## config.mk

```make
export PLATFORM = sky130hd
export DESIGN_NAME = mem_port_arbiter
export DESIGN_NICKNAME = d
export VERILOG_FILES = /design/src/rtl/mem_arb_pkg.sv /design/src/rtl/arb_watchdog.sv /design/src/rtl/mem_port_arbiter.sv
export SDC_FILE = /design/constraint.sdc
export NUM_CORES = 1
export LEC_CHECK = 0
export CAP_MARGIN = 20
export CORE_ASPECT_RATIO = 0.7
export CORE_MARGIN = 4
export CORE_UTILIZATION = 40
export CTS_CLUSTER_DIAMETER = 50
export CTS_CLUSTER_SIZE = 16
export DETAILED_ROUTE_END_ITERATION = 8
export DONT_BUFFER_PORTS = 1
export PLACE_DENSITY = 0.65
export SYNTH_ARGS = -nofsm -noshare
export SYNTH_HDL_FRONTEND = slang
export SYNTH_SLANG_ARGS = --single-unit
```

## constraint.sdc

```tcl
create_clock -name clk -period 1.9 [get_ports clk]
set_input_delay 0.38 -clock clk [delete_from_list [all_inputs] [get_ports clk]]
set_output_delay 0.38 -clock clk [all_outputs]
set_load 0.05 [all_outputs]
```

## src/rtl/mem_arb_pkg.sv

```systemverilog
// Shared state encoding and grant codes for the memory port arbiter.
package mem_arb_pkg;

   typedef enum logic [1:0] {
      IDLE = 2'd0,
      WAIT = 2'd1,
      DONE = 2'd2
   } arb_state_t;

   localparam logic GRANT_IF = 1'b0;
   localparam logic GRANT_DM = 1'b1;

endpackage

```

## src/rtl/arb_watchdog.sv

```systemverilog
// Memory latency watchdog: down-counter loaded on clear, expired at terminal count.
// After clear, expired is high during the TIMEOUT-th enabled cycle.
module arb_watchdog #(
   parameter int TIMEOUT = 64
) (
   input  logic clk_sys,
   input  logic rst_b,
   input  logic clear,
   input  logic enable,
   output logic expired
);

   localparam int CW = $clog2(TIMEOUT);
   localparam logic [CW-1:0] LOAD = CW'(TIMEOUT - 1);

   logic [CW-1:0] cnt;

   always_ff @(posedge clk_sys or negedge rst_b) begin
      if (!rst_b) begin
         cnt <= '0;
      end else if (clear) begin
         cnt <= LOAD;
      end else if (enable && !expired) begin
         cnt <= cnt - CW'(1);
      end
   end

   assign expired = (cnt == '0);

endmodule

```

## src/rtl/mem_port_arbiter.sv

```systemverilog
// Shares one single-port variable-latency memory between instruction fetch and data.
// Define ARB_STARVE_GUARD_EN to force a fetch grant after STARVE_LIMIT data grants.
//
// state | meaning
// IDLE  | arbitrate; data has priority over fetch
// WAIT  | access in flight; waiting for mem_ready or watchdog expiry
// DONE  | ack pulse cycle, no arbitration
module mem_port_arbiter
   import mem_arb_pkg::*;
#(
   parameter int ADDR_W       = 32,
   parameter int DATA_W       = 32,
   parameter int TIMEOUT      = 64,
   parameter int STARVE_LIMIT = 4
) (
   input  logic              clk,
   input  logic              rst,
   input  logic              if_req,
   input  logic [ADDR_W-1:0] if_addr,
   output logic              if_ack,
   output logic [DATA_W-1:0] if_rdata,
   input  logic              dm_req,
   input  logic              dm_we,
   input  logic [ADDR_W-1:0] dm_addr,
   input  logic [DATA_W-1:0] dm_wdata,
   output logic              dm_ack,
   output logic [DATA_W-1:0] dm_rdata,
   output logic              mem_req,
   output logic              mem_we,
   output logic [ADDR_W-1:0] mem_addr,
   output logic [DATA_W-1:0] mem_wdata,
   input  logic [DATA_W-1:0] mem_rdata,
   input  logic              mem_ready,
   output logic              grant_data,
   output logic              err
);

   arb_state_t        state, state_nxt;
   logic              pick_dm, wd_clear, wd_enable, wd_expired;
   logic              mem_req_nxt, mem_we_nxt, grant_data_nxt;
   logic              if_ack_nxt, dm_ack_nxt, err_nxt;
   logic [ADDR_W-1:0] mem_addr_nxt;
   logic [DATA_W-1:0] mem_wdata_nxt, if_rdata_nxt, dm_rdata_nxt, rdata_done;

   if (TIMEOUT < 2) begin : g_bad_timeout
      $error("mem_port_arbiter: TIMEOUT must be at least 2");
   end
   if (STARVE_LIMIT < 1) begin : g_bad_starve_limit
      $error("mem_port_arbiter: STARVE_LIMIT must be at least 1");
   end

`ifdef ARB_STARVE_GUARD_EN
   localparam int SW = $clog2(STARVE_LIMIT + 1);
   localparam logic [SW-1:0] STARVE_MAX = SW'(STARVE_LIMIT);

   logic [SW-1:0] starve_cnt;

   assign pick_dm = dm_req && !(if_req && (starve_cnt == STARVE_MAX));

   // Counts data grants that overtook a waiting fetch; cannot pass STARVE_MAX.
   always_ff @(posedge clk or negedge rst) begin
      if (!rst) begin
         starve_cnt <= '0;
      end else if (state == IDLE) begin
         starve_cnt <= (pick_dm && if_req) ? starve_cnt + SW'(1) : '0;
      end
   end
`else
   assign pick_dm = dm_req;
`endif

   arb_watchdog #(.TIMEOUT(TIMEOUT)) u_watchdog (
      .clk_sys (clk),
      .rst_b   (rst),
      .clear   (wd_clear),
      .enable  (wd_enable),
      .expired (wd_expired)
   );

   always_ff @(posedge clk or negedge rst) begin
      if (!rst) state <= IDLE;
      else      state <= state_nxt;
   end

   always_comb begin
      state_nxt      = state;
      wd_clear       = 1'b0;
      wd_enable      = 1'b0;
      mem_req_nxt    = 1'b0;
      mem_we_nxt     = mem_we;
      mem_addr_nxt   = mem_addr;
      mem_wdata_nxt  = mem_wdata;
      grant_data_nxt = grant_data;
      if_ack_nxt     = 1'b0;
      dm_ack_nxt     = 1'b0;
      if_rdata_nxt   = if_rdata;
      dm_rdata_nxt   = dm_rdata;
      err_nxt        = err;
      // A watchdog completion returns zero data to the requester.
      rdata_done     = mem_ready ? mem_rdata : '0;
      unique case (state)
         IDLE: begin
            if (pick_dm) begin
               state_nxt      = WAIT;
               wd_clear       = 1'b1;
               mem_req_nxt    = 1'b1;
               mem_we_nxt     = dm_we;
               mem_addr_nxt   = dm_addr;
               mem_wdata_nxt  = dm_wdata;
               grant_data_nxt = GRANT_DM;
            end else if (if_req) begin
               state_nxt      = WAIT;
               wd_clear       = 1'b1;
               mem_req_nxt    = 1'b1;
               mem_we_nxt     = 1'b0;
               mem_addr_nxt   = if_addr;
               mem_wdata_nxt  = '0;
               grant_data_nxt = GRANT_IF;
            end
         end
         WAIT: begin
            if (mem_ready || wd_expired) begin
               state_nxt = DONE;
               err_nxt   = err | ~mem_ready;
               if (grant_data == GRANT_DM) begin
                  dm_ack_nxt = 1'b1;
                  if (!mem_we) dm_rdata_nxt = rdata_done;
               end else begin
                  if_ack_nxt   = 1'b1;
                  if_rdata_nxt = rdata_done;
               end
            end else begin
               mem_req_nxt = 1'b1;
               wd_enable   = 1'b1;
            end
         end
         DONE:    state_nxt = IDLE;
         default: state_nxt = IDLE;
      endcase
   end

   always_ff @(posedge clk or negedge rst) begin
      if (!rst) begin
         mem_req    <= 1'b0;
         mem_we     <= 1'b0;
         mem_addr   <= '0;
         mem_wdata  <= '0;
         grant_data <= 1'b0;
         if_ack     <= 1'b0;
         dm_ack     <= 1'b0;
         if_rdata   <= '0;
         dm_rdata   <= '0;
         err        <= 1'b0;
      end else begin
         mem_req    <= mem_req_nxt;
         mem_we     <= mem_we_nxt;
         mem_addr   <= mem_addr_nxt;
         mem_wdata  <= mem_wdata_nxt;
         grant_data <= grant_data_nxt;
         if_ack     <= if_ack_nxt;
         dm_ack     <= dm_ack_nxt;
         if_rdata   <= if_rdata_nxt;
         dm_rdata   <= dm_rdata_nxt;
         err        <= err_nxt;
      end
   end

endmodule

```

Word level (Yosys, flattened, before mapping) --
Cells that the tools add are included.
Storage, ports and cells: input bits 134, output and inout bits 134, bits in registers 142, logic and storage cells 58
Operators by class: bitwise gates (word level) 4, $add $sub $neg 1, equal/unequal tests 3, mux-type cells 26, reductions and logical operators 12
Operator list (number):
- two-way mux 32 bit | 5
- two-way mux 1 bit | 14
- two-way mux 6 bit | 2
- zero test 6 bit | 1
- two-way mux 2 bit | 3
- AND reduction 2 bit | 3
- subtractor 6 x 1 -> 6 bit (second input constant) | 1
- one-hot mux 2 bit (2 select lines) | 1
- AND reduction 4 bit | 1
- nonzero test 2 bit | 2
- != test 3 bit (second input constant) | 1
- inverter 1 bit | 3
- AND reduction 3 bit | 1
- == test 2 x 1 -> 1 bit (second input constant) | 1
- zero test 2 bit | 1
- != test 2 bit (second input constant) | 1
- one-hot mux 1 bit (2 select lines) | 1
- logical AND 1 bit | 1
- zero test 1 bit | 1
- logical OR 1 bit | 1
- OR 1 bit | 1

Depth between registers and ports, before layout --
Gate-level depths: netlist (run 1).
depth after elaboration 7, gate-level depth with buffers 7, gate-level depth less buffers 5

Cells and area by module --
Synthesis (run 1) repeated with hierarchy kept, for this count alone.
Second synthesis, totals: cell total of the unflattened synthesis 409, area, all modules 6000.8 um^2
By module, submodules not included:
- mem_port_arbiter | seq. area each 3403.3 um^2, area each 5612.9 um^2, cells an instance 369, instances 1
- arb_watchdog | seq. area each 150.1 um^2, area each 387.9 um^2, cells an instance 40, instances 1

Worst setup path before layout (run 1) --
Ideal clock, no wire load.
path type reg2reg, start reg grant_data, end reg dm_rdata[12], buffers on the path 2, clock period less this slack 1.713 ns, path slack 0.187 ns, data required time 1.776 ns, stages on the path, launching flop included 6, arrival 1.589 ns, setup time 0.124 ns, cell sequence dfrtp_1 > nor4bb_1 > buf_2 > buf_2 > nor2b_1 > a211o_1
On the way: cells in the longest elaborated chain, start to end 1
Ends and longest elaborated chain:
- start: declaration | RTL line mem_port_arbiter.sv:34 | output logic grant_data,
- start signal: assignment | RTL line mem_port_arbiter.sv:159 | grant_data <= grant_data_nxt;
- AND reduction 4 bit (no source line)
- end signal: assignment | RTL line mem_port_arbiter.sv:163 | dm_rdata <= dm_rdata_nxt;
- end: declaration | RTL line mem_port_arbiter.sv:27 | output logic [DATA_W-1:0] dm_rdata,
No other way between the ends. A chain may end at the register's enable or synchronous reset.

Final worst setup path (run 1) --
start reg u_watchdog.cnt[1], end reg if_rdata[1]
On the way: cells in the longest elaborated chain, start to end 3
Ends and longest elaborated chain:
- start: declaration | RTL line arb_watchdog.sv:16 | logic [CW-1:0] cnt;
- start signal: assignment | RTL line arb_watchdog.sv:24 | cnt <= cnt - CW'(1);
- zero test 6 bit | RTL line arb_watchdog.sv:28 | assign expired = (cnt == '0);
- logical OR 1 bit | RTL line mem_port_arbiter.sv:122 | if (mem_ready || wd_expired) begin
- AND reduction 3 bit (no source line)
- end signal: assignment | RTL line mem_port_arbiter.sv:162 | if_rdata <= if_rdata_nxt;
- end: declaration | RTL line mem_port_arbiter.sv:21 | output logic [DATA_W-1:0] if_rdata,
No other way between the ends.

==> results by group, run 1 <==
Setup path
  • Reg2reg start: u_watchdog.cnt[1]
  • CP Data Required Time: 2200 ps
  • Highest-delay cell along the critical path: sky130_fd_sc_hd__dfrtp_1
  • Largest fanout on the critical path: 32
  • Critical path class: register to register
  • Critical path, cell by cell: inv_1 > ha_1 > nor2b_4 > buf_4 > a21o_1 > buf_12 > o21ai_0
  • Critical Path Max Stage Delay: 380 ps
  • Worst reg2reg path depth: 7
  • Reg2Reg Setup Slack: approximately 210 ps
  • Worst setup endpoint: if_rdata[1]
  • Reg2reg end: if_rdata[1]
  • Kind of start point of the critical path: register
  • Worst setup path start: u_watchdog.cnt[1]
  • Endpoint arrival time on the critical path: slightly below 2000 ps
  • Crit. End Element: register

Route
  • Wire length reported by the detailed router: 16.21 mm
  • Wire length per cell: about 21 µm
  • Via density per instance: a little under 6
  • Drt first-iter violations: roughly 250
  • Via count: 4487
  • Number of remaining DRC errors: 0
  • Post-detailed-route count of antenna-violating nets: 0
  • Pre-antenna DRT Iters: 4

Logic synthesis
  • Register bit count reported by yosys: roughly 140
  • Post-synthesis instance total: about 560
  • Cell type contributing the most total cell area after synthesis: sky130_fd_sc_hd__dfrtp_1
  • Synthesized area: ~6500 µm²
  • Number of enable flip-flop cells after synthesis: 0
  • Synthesized Nets: between 600 and 700
  • Post-synthesis async set-or-reset flop share: between 90% and 100%
  • Syn. warnings: 0
  • Mapped Avg Cell Area: between 10 and 15 µm²
  • Portion of synthesized cell area occupied by the leading cell type: 54.83%
  • Most instantiated flip-flop cell in the synthesis netlist: sky130_fd_sc_hd__dfrtp_1
  • Dominant cells by area after synthesis: sky130_fd_sc_hd__dfrtp_1 (55%), sky130_fd_sc_hd__a22oi_2 (5.6%), sky130_fd_sc_hd__mux2i_1 (5.3%)
  • Proportion of synthesized chip area in sequential cells: approximately 55%
  • Most frequent cells after synthesis: sky130_fd_sc_hd__dfrtp_1 (142), sky130_fd_sc_hd__a21oi_1 (34), sky130_fd_sc_hd__inv_1 (34), sky130_fd_sc_hd__mux2i_1 (34)
  • Most repeated cell in the gate-level netlist after synthesis: sky130_fd_sc_hd__dfrtp_1
  • Distinct cell type count after synthesis: 43

CTS
  • Number of levels in the clock H-tree: 4
  • Clk sinks: approximately 140
  • Library cell used as clock root buffer: sky130_fd_sc_hd__clkbuf_16
  • Number of buffers inserted during clock tree synthesis: 17
  • Later-pin clock latency in the skew report: between 400 and 500 ps
  • Setup Fix Bufs, Post-CTS: 0
  • Clock transition at the register clock pins on the worst setup and hold paths after CTS: approximately 70 ps
  • Number of buffers on the longest clock path: 2
  • CTS tree: yes

Finish
  • Number of nets in the layout: 680
  • Filler cell count in the final layout: around 1.4k
  • Layout cell share with drive strength beyond 1: between 10% and 20%
  • Antenna diode count: 0
  • Fin area: 7246 µm²
  • Area Growth Syn to Fin: 11.80%
  • Finished Layout Cells: ~760

Place
  • Total instance count after detailed placement: between 700 and 800
  • Cell Area, Placed: about 6700 µm²
  • Placer congestion estimate: ~0.77
  • Count of input and output buffers: 0
  • Half-perimeter wire length of the detailed placement result: roughly 11 mm

Hold path
  • Kind of path behind the tightest hold check: input port to asynchronous set/reset pin

STA
  • Final period util: 88.89%
  • Time the final worst path needs with I/O delays and setup: 1689 ps
  • Count of final setup violators: 0
  • Maximum frequency from static timing analysis: between 500 and 600 MHz
  • Count of final hold-check violations: around 140
  • Worst Tran Pin Value: around 600 ps
  • Total Neg Setup Slack: 0 ps
  • Count of pins over their slew limit: 0
  • Hold Slack: -346.8 ps
  • Worst slew margin: 59.71%
  • Unrepaired setup endpoints after global routing: no
  • Setup Skew: 9.964 ps

Global routing
  • Number of antenna violations at the first check in global routing: 0
  • Overall global routing resource usage: 17.38%
  • Via count of the first global-routing pass: 4570
  • Sum of overflow across all layers after global routing: 0
  • Largest net degree at the start of global routing: between 100 and 150
  • Global-route wire length before repair: approximately 25 mm

Floorplan
  • Starting density of the core: between 40% and 50%
  • Number of placement rows: 38
  • Die outline height: between 100 and 150 µm
  • CORE AREA: about 16000 µm²
  • Floorplan die width: around 160 µm
  • Io pins: 268
  • Die Footprint: ~18000 µm²

Status
  • Run status: complete, but fails checks
  • Violations in the final reports: negative hold slack

Flow run
  • Maximum capacitance violations: 0
[logic make-up (layout without fill, tap and decap cells)]
group | after synthesis | count (layout) | share of synthesized area [%]
compound gates | 206 | 207 | 24.21
fa+ha+maj | 2 | 2 | 0.3860
flops | 142 | 142 | 54.83
simple gates | 93 | 93 | 9.132
buf+inv | 86 | 79 | 6.197
mux | 34 | 34 | 5.251
[per-stage QoR]
| stage | worst slack (ps) | utilization [%] | hold slack, ps |
|---|---|---|---|
| 4_1_cts | -0.7192 | 46.03 | -368.7 |
| 3_3_place_gp | 76.32 | 42.45 | 87.39 |
| 2_1_floorplan | 187.1 | - | 84.41 |
| 6_report | 211.0 | 46.18 | -346.8 |
| 3_5_place_dp | 19.41 | 42.45 | 87.52 |
| 5_1_grt | 55.85 | 46.18 | -380.2 |
[critical path: cells and delay by family, from the launching register on]
kind	cells	cell delay, ps
buf+inv	3	460
flops	1	380
compound gates	2	280
simple gates	1	250
fa+ha+maj	1	200
[registers in the layout (all words and copies together), names as in the netlist]
signal,cells
mem_we,1
grant_data,1
mem_req,1
if_ack,1
if_rdata,32
state,2
dm_rdata,32
err,1
mem_wdata,32
dm_ack,1
u_watchdog.cnt,6
mem_addr,32
[layout make-up]
| class | instances | area [µm²] | share of cell area (%) |
|---|---|---|---|
| clock buffers | 18 | 439.2 | 6.061 |
| clock inverters | 14 | 122.6 | 1.692 |
| inverters | 34 | 127.6 | 1.761 |
| multi-input cells | 336 | 2580 | 35.61 |
| flip-flops and latches | 142 | 3553 | 49.04 |
| well taps | 200 | 250.2 | 3.454 |
| repair buffers | 13 | 172.7 | 2.383 |
[how the worst min path moves through the flow]
stage,startpoint,to,slack [ps],depth (start not counted)
floorplan,rst,dm_ack,80,0
global placement,rst,if_rdata[6],90,0
detailed placement,rst,if_rdata[6],90,0
CTS,rst,if_rdata[6],-370,0
global route,rst,if_rdata[6],-380,0
finish,rst,if_rdata[9],-350,0
[cell usage in the layout, fill, tap and decap left out, drive strengths merged, types with 2 or more instances in the layout]
| master | netlist | final |
|---|---|---|
| or3b | 2 | 2 |
| a22o | 33 | 33 |
| dfrtp | 142 | 142 |
| nand3 | 2 | 2 |
| or2 | 2 | 2 |
| and3 | 32 | 32 |
| a22oi | 32 | 32 |
| a211o | 32 | 32 |
| ha | 2 | 2 |
| clkinvlp | 0 | 2 |
| a21oi | 35 | 36 |
| inv | 34 | 41 |
| clkbuf | 14 | 18 |
| a31oi | 32 | 32 |
| buf | 38 | 13 |
| clkinv | 0 | 5 |
| nand2 | 5 | 5 |
| o21ai | 34 | 34 |
| nor2b | 33 | 33 |
| mux2i | 34 | 34 |
| nor2 | 5 | 5 |
| o41ai | 2 | 2 |
| a21o | 3 | 3 |
| nor3b | 2 | 2 |
[what timing repair did]
item	CTS	global route
endpoints found under the setup margin	2	34
gates cloned	0	1
resized for setup	0	3
hold endpoints to repair	142	142
pin swaps	2	1
[metal layers]
metal / global-route usage (%) / wire (µm) / up-vias
met3: 7.665 / 1516 / 12
met2: 28.01 / 7681 / 182
met4: 4.928 / 154 / 0
met5: 0 / 0 / -
met1: 21.44 / 6862 / 2256
li1: - / - / 2037
Power of run 1 is left out: the tool's default activity adds up to more than one toggle a clock period on the data nets, which glitch-free logic cannot reach.
==> run 2, diff against run 1 <==
--- a/config.mk
+++ b/config.mk
@@ -6,7 +6,7 @@
 export NUM_CORES = 1
 export LEC_CHECK = 0
 export CAP_MARGIN = 20
-export CORE_ASPECT_RATIO = 0.7
+export CORE_ASPECT_RATIO = 0.5
 export CORE_MARGIN = 4
 export CORE_UTILIZATION = 40
 export CTS_CLUSTER_DIAMETER = 50
==> run 2 against run 1 <==
The run still ends with negative hold slack left. Sequential cell count stayed put. Critical path depth did not move. Core utilization grew 0.30 points. Register-to-register slack got worse by 70 ps. Critical path type unchanged. Critical endpoint is now if_rdata[22]. Largest cell class unchanged.
==> results by group, run 2 (synthesis gave the netlist of run 1 again) <==
Finish
  • Number of nets in the layout: 683
  • Layout cell share with drive strength beyond 1: about 16%
  • Utilization after layout: 46.48%
  • Most frequent standard cell in the layout excluding fill and tap cells: sky130_fd_sc_hd__dfrtp_1
  • Commonest cells after routing, fill and taps aside: sky130_fd_sc_hd__dfrtp_1 (142), sky130_fd_sc_hd__inv_1 (34), sky130_fd_sc_hd__mux2i_1 (34), sky130_fd_sc_hd__a21oi_1 (34), sky130_fd_sc_hd__a22o_1 (33)
  • Area Growth Syn to Fin: 12.28%
  • Fin area: 7277 µm²
  • Antenna diode count: 0

Status
  • Run status: complete, but fails checks
  • Violations in the final reports: negative hold slack

STA
  • Count of pins over their slew limit: 0
  • Setup Skew: between 15 and 20 ps
  • Total Neg Setup Slack: 0 ps
  • Worst slew margin: between 50% and 60%
  • Unrepaired setup endpoints after global routing: no
  • Count of final hold-check violations: 142
  • Maximum frequency from static timing analysis: around 570 MHz
  • Hold Slack: -335.6 ps
  • Time the final worst path needs with I/O delays and setup: 1756 ps
  • Post-route worst setup slack: 144.2 ps
  • Worst Tran Pin Value: about 650 ps
  • Final period util: roughly 92%
  • Count of final setup violators: 0

Place
  • Count of input and output buffers: 0
  • Placer congestion estimate: 0.7831
  • Setup slack at placement: -7.581 ps
  • Half-perimeter wire length of the detailed placement result: ~11 mm
  • Cell Area, Placed: ~6700 µm²

Hold path
  • Kind of path behind the tightest hold check: input port to asynchronous set/reset pin

CTS
  • Clock transition at the register clock pins on the worst setup and hold paths after CTS: around 60 ps
  • CTS tree: yes
  • Clk sinks: 142
  • Number of buffers inserted during clock tree synthesis: 17
  • Number of levels in the clock H-tree: 4
  • Number of buffers on the longest clock path: 2
  • Library cell used as clock root buffer: sky130_fd_sc_hd__clkbuf_16
  • Later-pin clock latency in the skew report: between 400 and 500 ps
  • Setup Fix Bufs, Post-CTS: 0

Global routing
  • Via count of the first global-routing pass: around 4.5k
  • Global-route wire length before repair: 25.40 mm
  • Sum of overflow across all layers after global routing: 0
  • Overall global routing resource usage: around 17%
  • Largest net degree at the start of global routing: 143
  • Number of antenna violations at the first check in global routing: 0

Floorplan
  • Floorplan die width: approximately 190 µm
  • Io pins: 268
  • CORE AREA: 15660 µm²
  • Starting density of the core: about two fifths
  • Die Footprint: ~18000 µm²
  • Number of placement rows: 32
  • Die outline height: 98.01 µm

Setup path
  • Largest fanout on the critical path: 10
  • Endpoint arrival time on the critical path: 2040 ps
  • Kind of start point of the critical path: register
  • Reg2Reg Setup Slack: approximately 140 ps
  • CP Data Required Time: approximately 2200 ps
  • Critical path class: register to register
  • Crit. End Element: register

Route
  • Via count: around 4.4k
  • Number of remaining DRC errors: 0
  • Wire length per cell: a little over 20 µm
  • Wire length reported by the detailed router: 16.06 mm
  • Via density per instance: between 5 and 6
  • Pre-antenna DRT Iters: 4
  • Drt first-iter violations: approximately 220
  • Post-detailed-route count of antenna-violating nets: 0

Flow run
  • Maximum capacitance violations: 0
-- run 2: cell types whose count changed in the layout (fill, tap and decap cells not counted), sizes merged --
cell      previous run  this run
clkinv               5         2
buf                 13        16
inv                 41        42
clkinvlp             2         4
-- run 2: critical path, stage by stage (launching register included) --
cell and delay [ps]:
sky130_fd_sc_hd__dfrtp_1 380, sky130_fd_sc_hd__inv_1 80, sky130_fd_sc_hd__ha_1 180, sky130_fd_sc_hd__nor2b_2 330, sky130_fd_sc_hd__buf_4 190, sky130_fd_sc_hd__a21o_1 190, sky130_fd_sc_hd__buf_4 200, sky130_fd_sc_hd__o21ai_1 80
-- run 2: per-layer routing --
layer | track usage (%) | routed length [µm] | up-vias
met3 | 5.357 | 956 | 16
met1 | 20.84 | 6687 | 2164
met5 | 0 | 0 | -
li1 | - | - | 2037
met2 | 28.79 | 8179 | 138
met4 | 5.017 | 231 | 0
-- run 2: final cells by class --
cell class	count	area, µm²
Multi-Input combinational cell	336	2575
Tap cell	221	276.5
Sequential cell	142	3553
Clock buffer	18	439.2
Inverter	34	127.6
Fill cell	1402	8378
Timing Repair Buffer	16	182.7
Clock inverter	14	122.6
-- run 2: what timing repair did --
action | CTS | global route
setup endpoints to repair | 18 | 34
pin swaps | 8 | 1
cloned | 0 | 1
resized for setup | 0 | 2
hold endpoints to repair | 142 | 142
-- run 2: through the flow --
stage / std cells / hold slack (ps)
final: 781 / -335.6
after CTS: 780 / -358.6
after floorplan: 563 / 84.41
after detailed placement: 748 / 88.07
after global placement: 748 / 87.22
after global routing: 781 / -369.3
-- run 2: worst paths after layout --
check                                  start            to  depth (start not counted)
min reg2reg                       grant_data    grant_data                          1
min in group clk                mem_rdata[9]   if_rdata[9]                          2
min                                      rst  mem_addr[31]                          0
max in group asynchronous                rst  dm_rdata[25]                          0
max                        u_watchdog.cnt[0]  if_rdata[22]                          7
max reg2reg                u_watchdog.cnt[0]  if_rdata[22]                          7
Power of run 2 is left out for the same reason.
